==> config.mk <==
export PLATFORM = sky130hd
export DESIGN_NAME = sdram_frame_sched
export DESIGN_NICKNAME = d
export VERILOG_FILES = /design/src/rtl/sdram_frame_sched.sv
export SDC_FILE = /design/constraint.sdc
export NUM_CORES = 1
export LEC_CHECK = 0
export ABC_AREA = 1
export CAP_MARGIN = 20
export CORE_ASPECT_RATIO = 0.7
export CORE_UTILIZATION = 69
export DETAILED_ROUTE_END_ITERATION = 10
export DONT_BUFFER_PORTS = 1
export PLACE_DENSITY = 0.85
export SLEW_MARGIN = 10
export SYNTH_ARGS = -nofsm -noshare
export SYNTH_HDL_FRONTEND = slang
export SYNTH_SLANG_ARGS = --single-unit
==> constraint.sdc <==
create_clock -name clk -period 5.03 [get_ports clk]
set_input_delay 1.2575 -clock clk [delete_from_list [all_inputs] [get_ports clk]]
set_output_delay 1.2575 -clock clk [all_outputs]
set_load 0.02 [all_outputs]
==> src/rtl/sdram_frame_sched.sv <==
// Ring-of-frames scheduler in front of the SDRAM FIFO/controller top: gates ADC writes, paces read prefetch, releases slots.
// Latency: wr_en and sdram_read_valid are registered (one cycle after the deciding inputs); rd_en is combinational.
// Backpressure: ADC words are dropped (counted, sticky overflow) when no slot is free or wrf_full is high; reads stall on rdf_empty.
//
// Ports:
//   clk, rst                      scheduler clock, synchronous active-high reset
//   sdram_init_done               SDRAM ready; starts the first load sequence
//   cap_en                        capture run request (level)
//   adc_valid, wrf_full -> wr_en  write-side gating into the write FIFO
//   usb_rd_en, rdf_empty -> rd_en read-side handshake from the USB side
//   wr/rd_min/max_addr            constant ring bounds
//   wr_load, rd_load              two-cycle pointer reset / FIFO clear pulse
//   sdram_read_valid              read prefetch enable, kept inside committed data
//   frame_avail, ready_frames     committed but unread frames
//   overflow, drop_cnt            sticky drop flag and saturating drop count
module sdram_frame_sched #(
    parameter int          FRAME_WORDS    = 4096,
    parameter int          NUM_FRAMES     = 4,
    parameter logic [23:0] BASE_ADDR      = 24'd0,
    parameter int          DRAIN_CYCLES   = 64,
    parameter int          PREFETCH_WORDS = 512
) (
    input  logic        clk,
    input  logic        rst,
    input  logic        sdram_init_done,
    input  logic        cap_en,
    input  logic        adc_valid,
    input  logic        wrf_full,
    input  logic        usb_rd_en,
    input  logic        rdf_empty,
    output logic        wr_en,
    output logic [23:0] wr_min_addr,
    output logic [23:0] wr_max_addr,
    output logic [23:0] rd_min_addr,
    output logic [23:0] rd_max_addr,
    output logic        wr_load,
    output logic        rd_load,
    output logic        sdram_read_valid,
    output logic        rd_en,
    output logic        frame_avail,
    output logic [2:0]  ready_frames,
    output logic        overflow,
    output logic [15:0] drop_cnt
);

    localparam int CW = $clog2(FRAME_WORDS);
    localparam int DW = $clog2(DRAIN_CYCLES + 1);

    localparam logic [CW-1:0] LAST_WORD  = CW'(FRAME_WORDS - 1);
    localparam logic [CW-1:0] RD_LIMIT   = CW'(FRAME_WORDS - PREFETCH_WORDS);
    localparam logic [2:0]    NF         = 3'(NUM_FRAMES);
    localparam logic [DW-1:0] DRAIN_LOAD = DW'(DRAIN_CYCLES);
    localparam logic [23:0]   RING_END   = BASE_ADDR + 24'(FRAME_WORDS * NUM_FRAMES);

    typedef enum logic [2:0] {
        S_WAIT_INIT,
        S_LOAD,
        S_IDLE,
        S_RUN,
        S_STOP
    } state_t;

    state_t        state;
    logic          load_cnt;
    logic [CW-1:0] wcnt;
    logic [CW-1:0] rcnt;
    logic [2:0]    used_frames;
    logic [DW-1:0] drain;

    logic accept;
    logic wr_wrap;
    logic rd_wrap;
    logic frame_start;
    logic drain_done;
    logic rd_window;

    assign wr_min_addr = BASE_ADDR;
    assign rd_min_addr = BASE_ADDR;
    assign wr_max_addr = RING_END;
    assign rd_max_addr = RING_END;

    // A new frame may only be opened when a slot is free; a frame already
    // open always runs to completion.
    assign accept      = (state == S_RUN) && adc_valid && !wrf_full &&
                         ((wcnt != '0) || (used_frames < NF));
    assign rd_en       = usb_rd_en & ~rdf_empty;
    assign wr_wrap     = accept && (wcnt == LAST_WORD);
    assign rd_wrap     = rd_en && (rcnt == LAST_WORD);
    assign frame_start = accept && (wcnt == '0);
    assign drain_done  = (drain == DW'(1));
    assign frame_avail = (ready_frames != 3'd0);

    // With a single committed frame, stop prefetching once the FIFO
    // read-ahead could run past its end into uncommitted data.
    assign rd_window = ((state == S_RUN) || (state == S_STOP)) &&
                       ((ready_frames >= 3'd2) ||
                        ((ready_frames == 3'd1) && (rcnt < RD_LIMIT)));

    always_ff @(posedge clk) begin
        if (rst) begin
            state            <= S_WAIT_INIT;
            load_cnt         <= 1'b0;
            wcnt             <= '0;
            rcnt             <= '0;
            used_frames      <= 3'd0;
            ready_frames     <= 3'd0;
            drain            <= '0;
            wr_en            <= 1'b0;
            wr_load          <= 1'b0;
            rd_load          <= 1'b0;
            sdram_read_valid <= 1'b0;
            overflow         <= 1'b0;
            drop_cnt         <= 16'd0;
        end else begin
            wr_en            <= accept;
            sdram_read_valid <= rd_window;

            if ((state == S_RUN) && adc_valid && !accept) begin
                overflow <= 1'b1;
                if (drop_cnt != 16'hFFFF) begin
                    drop_cnt <= drop_cnt + 16'd1;
                end
            end

            if (state == S_LOAD) begin
                wcnt         <= '0;
                rcnt         <= '0;
                used_frames  <= 3'd0;
                ready_frames <= 3'd0;
                drain        <= '0;
            end else begin
                if (accept) begin
                    wcnt <= wr_wrap ? '0 : wcnt + CW'(1);
                end

                // FRAME_WORDS > DRAIN_CYCLES, so a reload never lands on a
                // timer that is still running.
                if (wr_wrap) begin
                    drain <= DRAIN_LOAD;
                end else if (drain != '0) begin
                    drain <= drain - DW'(1);
                end

                if (rd_en) begin
                    rcnt <= rd_wrap ? '0 : rcnt + CW'(1);
                end

                case ({drain_done, rd_wrap})
                    2'b10:   ready_frames <= ready_frames + 3'd1;
                    2'b01:   ready_frames <= ready_frames - 3'd1;
                    default: ;
                endcase

                case ({frame_start, rd_wrap})
                    2'b10:   used_frames <= used_frames + 3'd1;
                    2'b01:   used_frames <= used_frames - 3'd1;
                    default: ;
                endcase
            end

            case (state)
                S_WAIT_INIT: begin
                    if (sdram_init_done) begin
                        state    <= S_LOAD;
                        load_cnt <= 1'b0;
                        wr_load  <= 1'b1;
                        rd_load  <= 1'b1;
                    end
                end
                S_LOAD: begin
                    if (load_cnt) begin
                        state   <= S_IDLE;
                        wr_load <= 1'b0;
                        rd_load <= 1'b0;
                    end else begin
                        load_cnt <= 1'b1;
                    end
                end
                S_IDLE: begin
                    if (cap_en) begin
                        state <= S_RUN;
                    end
                end
                S_RUN: begin
                    if (!cap_en) begin
                        state <= S_STOP;
                    end
                end
                S_STOP: begin
                    // Wait for the reader to empty the ring; any partial
                    // write frame is thrown away by the reload.
                    if ((ready_frames == 3'd0) && (drain == '0) && (rcnt == '0)) begin
                        state    <= S_LOAD;
                        load_cnt <= 1'b0;
                        wr_load  <= 1'b1;
                        rd_load  <= 1'b1;
                    end
                end
                default: state <= S_WAIT_INIT;
            endcase
        end
    end

endmodule

==> After elaboration in Yosys (flattened, before gate mapping) <==
Index checks and enable logic that the tools add are counted.
Widths: inputs -> output; s select.
{ "totals": {"inputBits": 8, "elab_cells": 97, "regBits": 61, "out_inout_bits": 122} }
{ "op_classes": {"n_reduce_logical": 34, "eq_ne": 18, "n_mux": 19, "magnitude_cmp": 3, "addsub": 8, "bitwise": 2} }
{ "ops": {"columns": ["op", "count"], "rows": [
  ["$add 12x1->12 const B", 2],
  ["$eq 12x12->1 const B", 2],
  ["$logic_not 12->1", 2],
  ["$mux 12", 2],
  ["$add 16x1->16 const B", 1],
  ["$ne 16x16->1 const B", 1],
  ["$mux 3", 5],
  ["$pmux 3 s5", 1],
  ["$mux 7", 2],
  ["$lt 12x12->1 const B", 1],
  ["$pmux 3 s2", 2],
  ["$reduce_bool 12->1", 1],
  ["$logic_and 1x1->1", 11],
  ["$ne 2x2->1 const B", 4],
  ["$eq 7x1->1 const B", 1],
  ["$logic_not 7->1", 1],
  ["$reduce_bool 7->1", 1],
  ["$sub 7x1->7 const B", 1],
  ["$add 3x1->3 const B", 2],
  ["$eq 3x1->1 const B", 2],
  ["$eq 3x2->1 const B", 2],
  ["$logic_not 3->1", 2],
  ["$pmux 1 s3", 2],
  ["$reduce_bool 2->1", 3],
  ["other kinds (19)", 30]
]} }

==> Logic depth before layout (Yosys ltp) <==
{ "depth": {"depth_word": 7, "ltp_mapped": 15} }

==> Worst setup path before layout <==
Ideal clock, no wire load.
{ "synth_path": {"path_type": "input to register", "startpoint": "input port adc_valid", "endpoint": "register used_frames[2]", "path_stages": 12, "arrival_time_ns": 2.955, "required_time_ns": 4.960, "setup_time_ns": 0.070, "slack_ns": 2.005, "cell_sequence": "nand4_1 -> nor2_2 -> nand2_2 -> inv_2 -> buf_4 -> nand2_1 -> ha_1 -> fa_1 -> a21oi_1 -> o21a_1 -> o21ai_0 -> a21oi_1"} }
{ "synth_via": {"elab_chain_len": 6, "word_cells_on_any_way": 8, "classes_between": "eq/ne: 2; mux: 1; reduce/logical: 5"} }
{ "synth_lines": {"columns": ["element", "line_no", "source"], "rows": [
  ["start: declaration", "27", "input logic adc_valid,"],
  ["$logic_and 1x1->1 (*) (3 in series)", "84", "assign accept = (state == S_RUN) && adc_valid && !wrf_full &&"],
  ["$logic_and 1x1->1 (*)", "89", "assign frame_start = accept && (wcnt == '0);"],
  ["$eq 2x1->1 / $eq 2x2->1 (equally long branches)", "154", "case ({frame_start, rd_wrap})"],
  ["$pmux 3 s2 / $reduce_bool 2->1 (equally long branches)", null, null],
  ["end signal: assignment", "155", "2'b10: used_frames <= used_frames + 3'd1;"],
  ["end signal: assignment", "156", "2'b01: used_frames <= used_frames - 3'd1;"],
  ["end: declaration", "67", "logic [2:0] used_frames;"]
]} }
Mark *: on every way between the ends. The rest lies on a longest branch, timed or not.
A chain may end at the register's enable or synchronous reset.

==> Worst setup path after layout <==
Ends and elaborated chain as after synthesis.

==> results.ini <==
[run_status]
run_status=complete, no violations

[routing]
ant_nets=0
drt_iter0_drc=323
vias=3624
vias_per_cell=5.26
totalWireLength_mm=8.51
drc_errors=0
wl_per_cell_um=12.3
dr.pass1.iters=5

[floorplanning]
die_x_um=95.7
core_um2=5810
start_util_pct=72.9
io_pins=130
die_y_um=67.6
dieArea_um2=6460
rows=23

[run]
cap_violations=0

[clock_network]
clockBufferDepth=2
cts_tree=yes
ctsResizeCount=0
cts_max_level=3
root_buffer=clkbuf_8
clock_latency_ns=0.35
cts.sinks=61
cts_made_buffers=9
post_cts.repair.setup_buffers=0
clk_pin_slew_worst_paths_ns=0.07
cts-hold-fix-buffers=0

[logic_synthesis]
ys_warn_count=0
synth-edff-count=0
synthCells=610
synth.distinct_cells=37
yosysSeqAreaShare_pct=28.8
synthFlopType=dfxtp_1
synth_seq_cells=61
synth_top_area_share_pct=28.8
async_flop_share_pct=0
yosysTopAreaCell=dfxtp_1
synth_area_leaders=dfxtp_1 29%, buf_4 18%, nand2_1 10%
synthTopCellsByCount=116 x nand2_1, 99 x buf_4, 61 x dfxtp_1, 61 x nor2_1, 59 x inv_1
netlist_area_um2=4240
syn_area_per_cell_um2=6.95
yosysMostFrequentCell=nand2_1

[layout]
seq_area_um2=1220
multi_input_area_um2=2350
num_antenna_cells=0
fillers=480
fin_nets=633
syn2layout_area_growth_pct=-2.69
drive_above_1_share_pct=5.37

[power_and_ir_drop]
swShare_pct=33.0
p_switching_w=0.000427
power_density_nw_per_um2=314
comb_power_share_pct=20.0
power.leakage_nw=1.81
peakVddDrop_mv=0.218
clock_power_share_pct=38.5
seqPwrFrac_pct=41.5
intPower_w=0.000867

[placement]
detailed_place_hpwl_mm=6.16
io_buffers=0
gp_congestion=0.862
dp_slack_ns=1.49

[sta]
finalCriticalPeriod_ns=3.28
slew_headroom_pct=65.5
worst_pin_slew_ns=0.518
drv_slew=0
layout_setup_ws_ns=1.75
finalClockSkew_ns=0.00670
timing.fmax_ghz=0.305
setup_viol=0
finalCritPeriodShare_pct=65.2
hold_viol=0
tns_ns=0
rsz0062_at_grt=no

[grt]
grt_pass1_vias=2919
grt_max_degree=23
grt_antenna_before_repair=0
grt_overflow_total=0
grt_pass1_wl_mm=13.3
grt.total_usage_pct=26.9

[worst_setup_path]
rr_startpoint=wcnt[0]$_SDFFE_PP0P_
crit_chain=nand4_1, nor2_2, nand2_2, inv_2, nand2_1, ha_1, fa_1, a21oi_1, o21a_1, o21ai_0, a21oi_1
cp_top_family=simple AND/OR/NAND/NOR gates
cp-start-kind=input pin
cp.arrival_ns=3.56
reg2reg_depth=14
rr_endpoint=used_frames[2]$_SDFFE_PP0P_
cp.required_ns=5.31
r2r_slack_ns=2.10
worst-path-max-fanout=22
cpMaxStageDelayCell=fa_1
slowest_delay_ns=0.39
critical_path_buf_inv_count=1
crit_top_cell=a21oi_1
critPathKind=input pin to flip-flop
end_kind=flip-flop

[hold_path]
whs_endpoint=used_frames[2]$_SDFFE_PP0P_
hp-start=used_frames[2]$_SDFFE_PP0P_
min_path_cells=1
hp-class=flip-flop to flip-flop

## kinds of logic after synthesis
family,synth area share [%]
DFF,28.8
AOI/OAI and AO/OA,7.91
adders and majority gates,4.90
and+or+nand+nor,30.5
other,0.177
buffers and inverters,23.9
xor gates and xnor gates,3.72
## worst reg2reg max path, stage by stage, from the launching register on
cell and delay [ns]:
dfxtp_1 0.44, inv_1 0.11, ha_1 0.20, nand2_1 0.09
nor2_1 0.05, nand3_1 0.13, nand2_2 0.29, inv_2 0.31
nand2_1 0.10, ha_1 0.22, fa_1 0.39, a21oi_1 0.16
o21a_1 0.16, o21ai_0 0.09, a21oi_1 0.13
## per-layer routing
layer,vias to the layer above,track usage (%),routed length [um]
met5,-,0,0
li1,1780,-,-
met2,202,39.2,3750
met3,6,8.11,864
met1,1636,37.9,3830
met4,0,8.58,70
## flip-flops by register name (all words and copies together) (netlist names)
register	count
drain	7
drop_cnt	16
load_cnt	1
overflow	1
rcnt	12
rd_load	1
ready_frames	3
sdram_read_valid	1
state	3
used_frames	3
wcnt	12
wr_en	1
## power groups by stage
stage	Combinational (W)	Sequential, W	Clock, W
after floorplan	0.000290	0.000537	0
after global placement	0.000249	0.000548	0
after detailed placement	0.000252	0.000547	0
after CTS	0.000254	0.000537	0.000502
after global routing	0.000291	0.000542	0.000528
final	0.000258	0.000538	0.000498
## layout make-up
type | count | share of cell area, %
tap | 75 | 2.28
clock buffer | 12 | 3.76
sequential | 61 | 29.6
multi-input combinational | 476 | 57.1
clock inverter | 4 | 1.70
inverter | 61 | 5.55
## worst max path at each step
stage / startpoint / endpoint / cells after the start
2_1_floorplan: adc_valid / used_frames[2]$_SDFFE_PP0P_ / 12
6_report: adc_valid / used_frames[2]$_SDFFE_PP0P_ / 11
3_5_place_dp: adc_valid / used_frames[2]$_SDFFE_PP0P_ / 11
3_3_place_gp: adc_valid / used_frames[2]$_SDFFE_PP0P_ / 11
5_1_grt: adc_valid / used_frames[2]$_SDFFE_PP0P_ / 11
4_1_cts: adc_valid / used_frames[2]$_SDFFE_PP0P_ / 11
## stage by stage
step	power, W	hold WS [ns]	cell area [um^2]	utilization [%]	cells
detailed placement	0.000800	0.456	3900	67.1	673
finish	0.00129	0.464	4120	70.9	689
global placement	0.000796	0.453	3900	67.1	673
global route	0.00136	0.509	4120	70.9	689
CTS	0.00129	0.465	4120	70.9	689
floorplan	0.000827	0.423	4590	-	704
## placed cells by master, fill, tap and decap left out, types with 3 or more instances in the layout
| cell type | synthesis | routed |
|---|---|---|
| o21ai_0 | 15 | 15 |
| a21oi_1 | 43 | 43 |
| xnor2_1 | 4 | 4 |
| nand3_1 | 50 | 50 |
| conb_1 | 2 | 96 |
| clkbuf_8 | 0 | 11 |
| nor3_1 | 10 | 10 |
| nand4_1 | 21 | 21 |
| nor2_2 | 3 | 3 |
| nand2_2 | 3 | 3 |
| nand2_1 | 116 | 116 |
| dfxtp_1 | 61 | 61 |
| inv_1 | 59 | 59 |
| nand3b_1 | 4 | 4 |
| xor2_1 | 14 | 14 |
| ha_1 | 15 | 15 |
| nor2_1 | 61 | 61 |
Power figures use the tool's default switching activity.
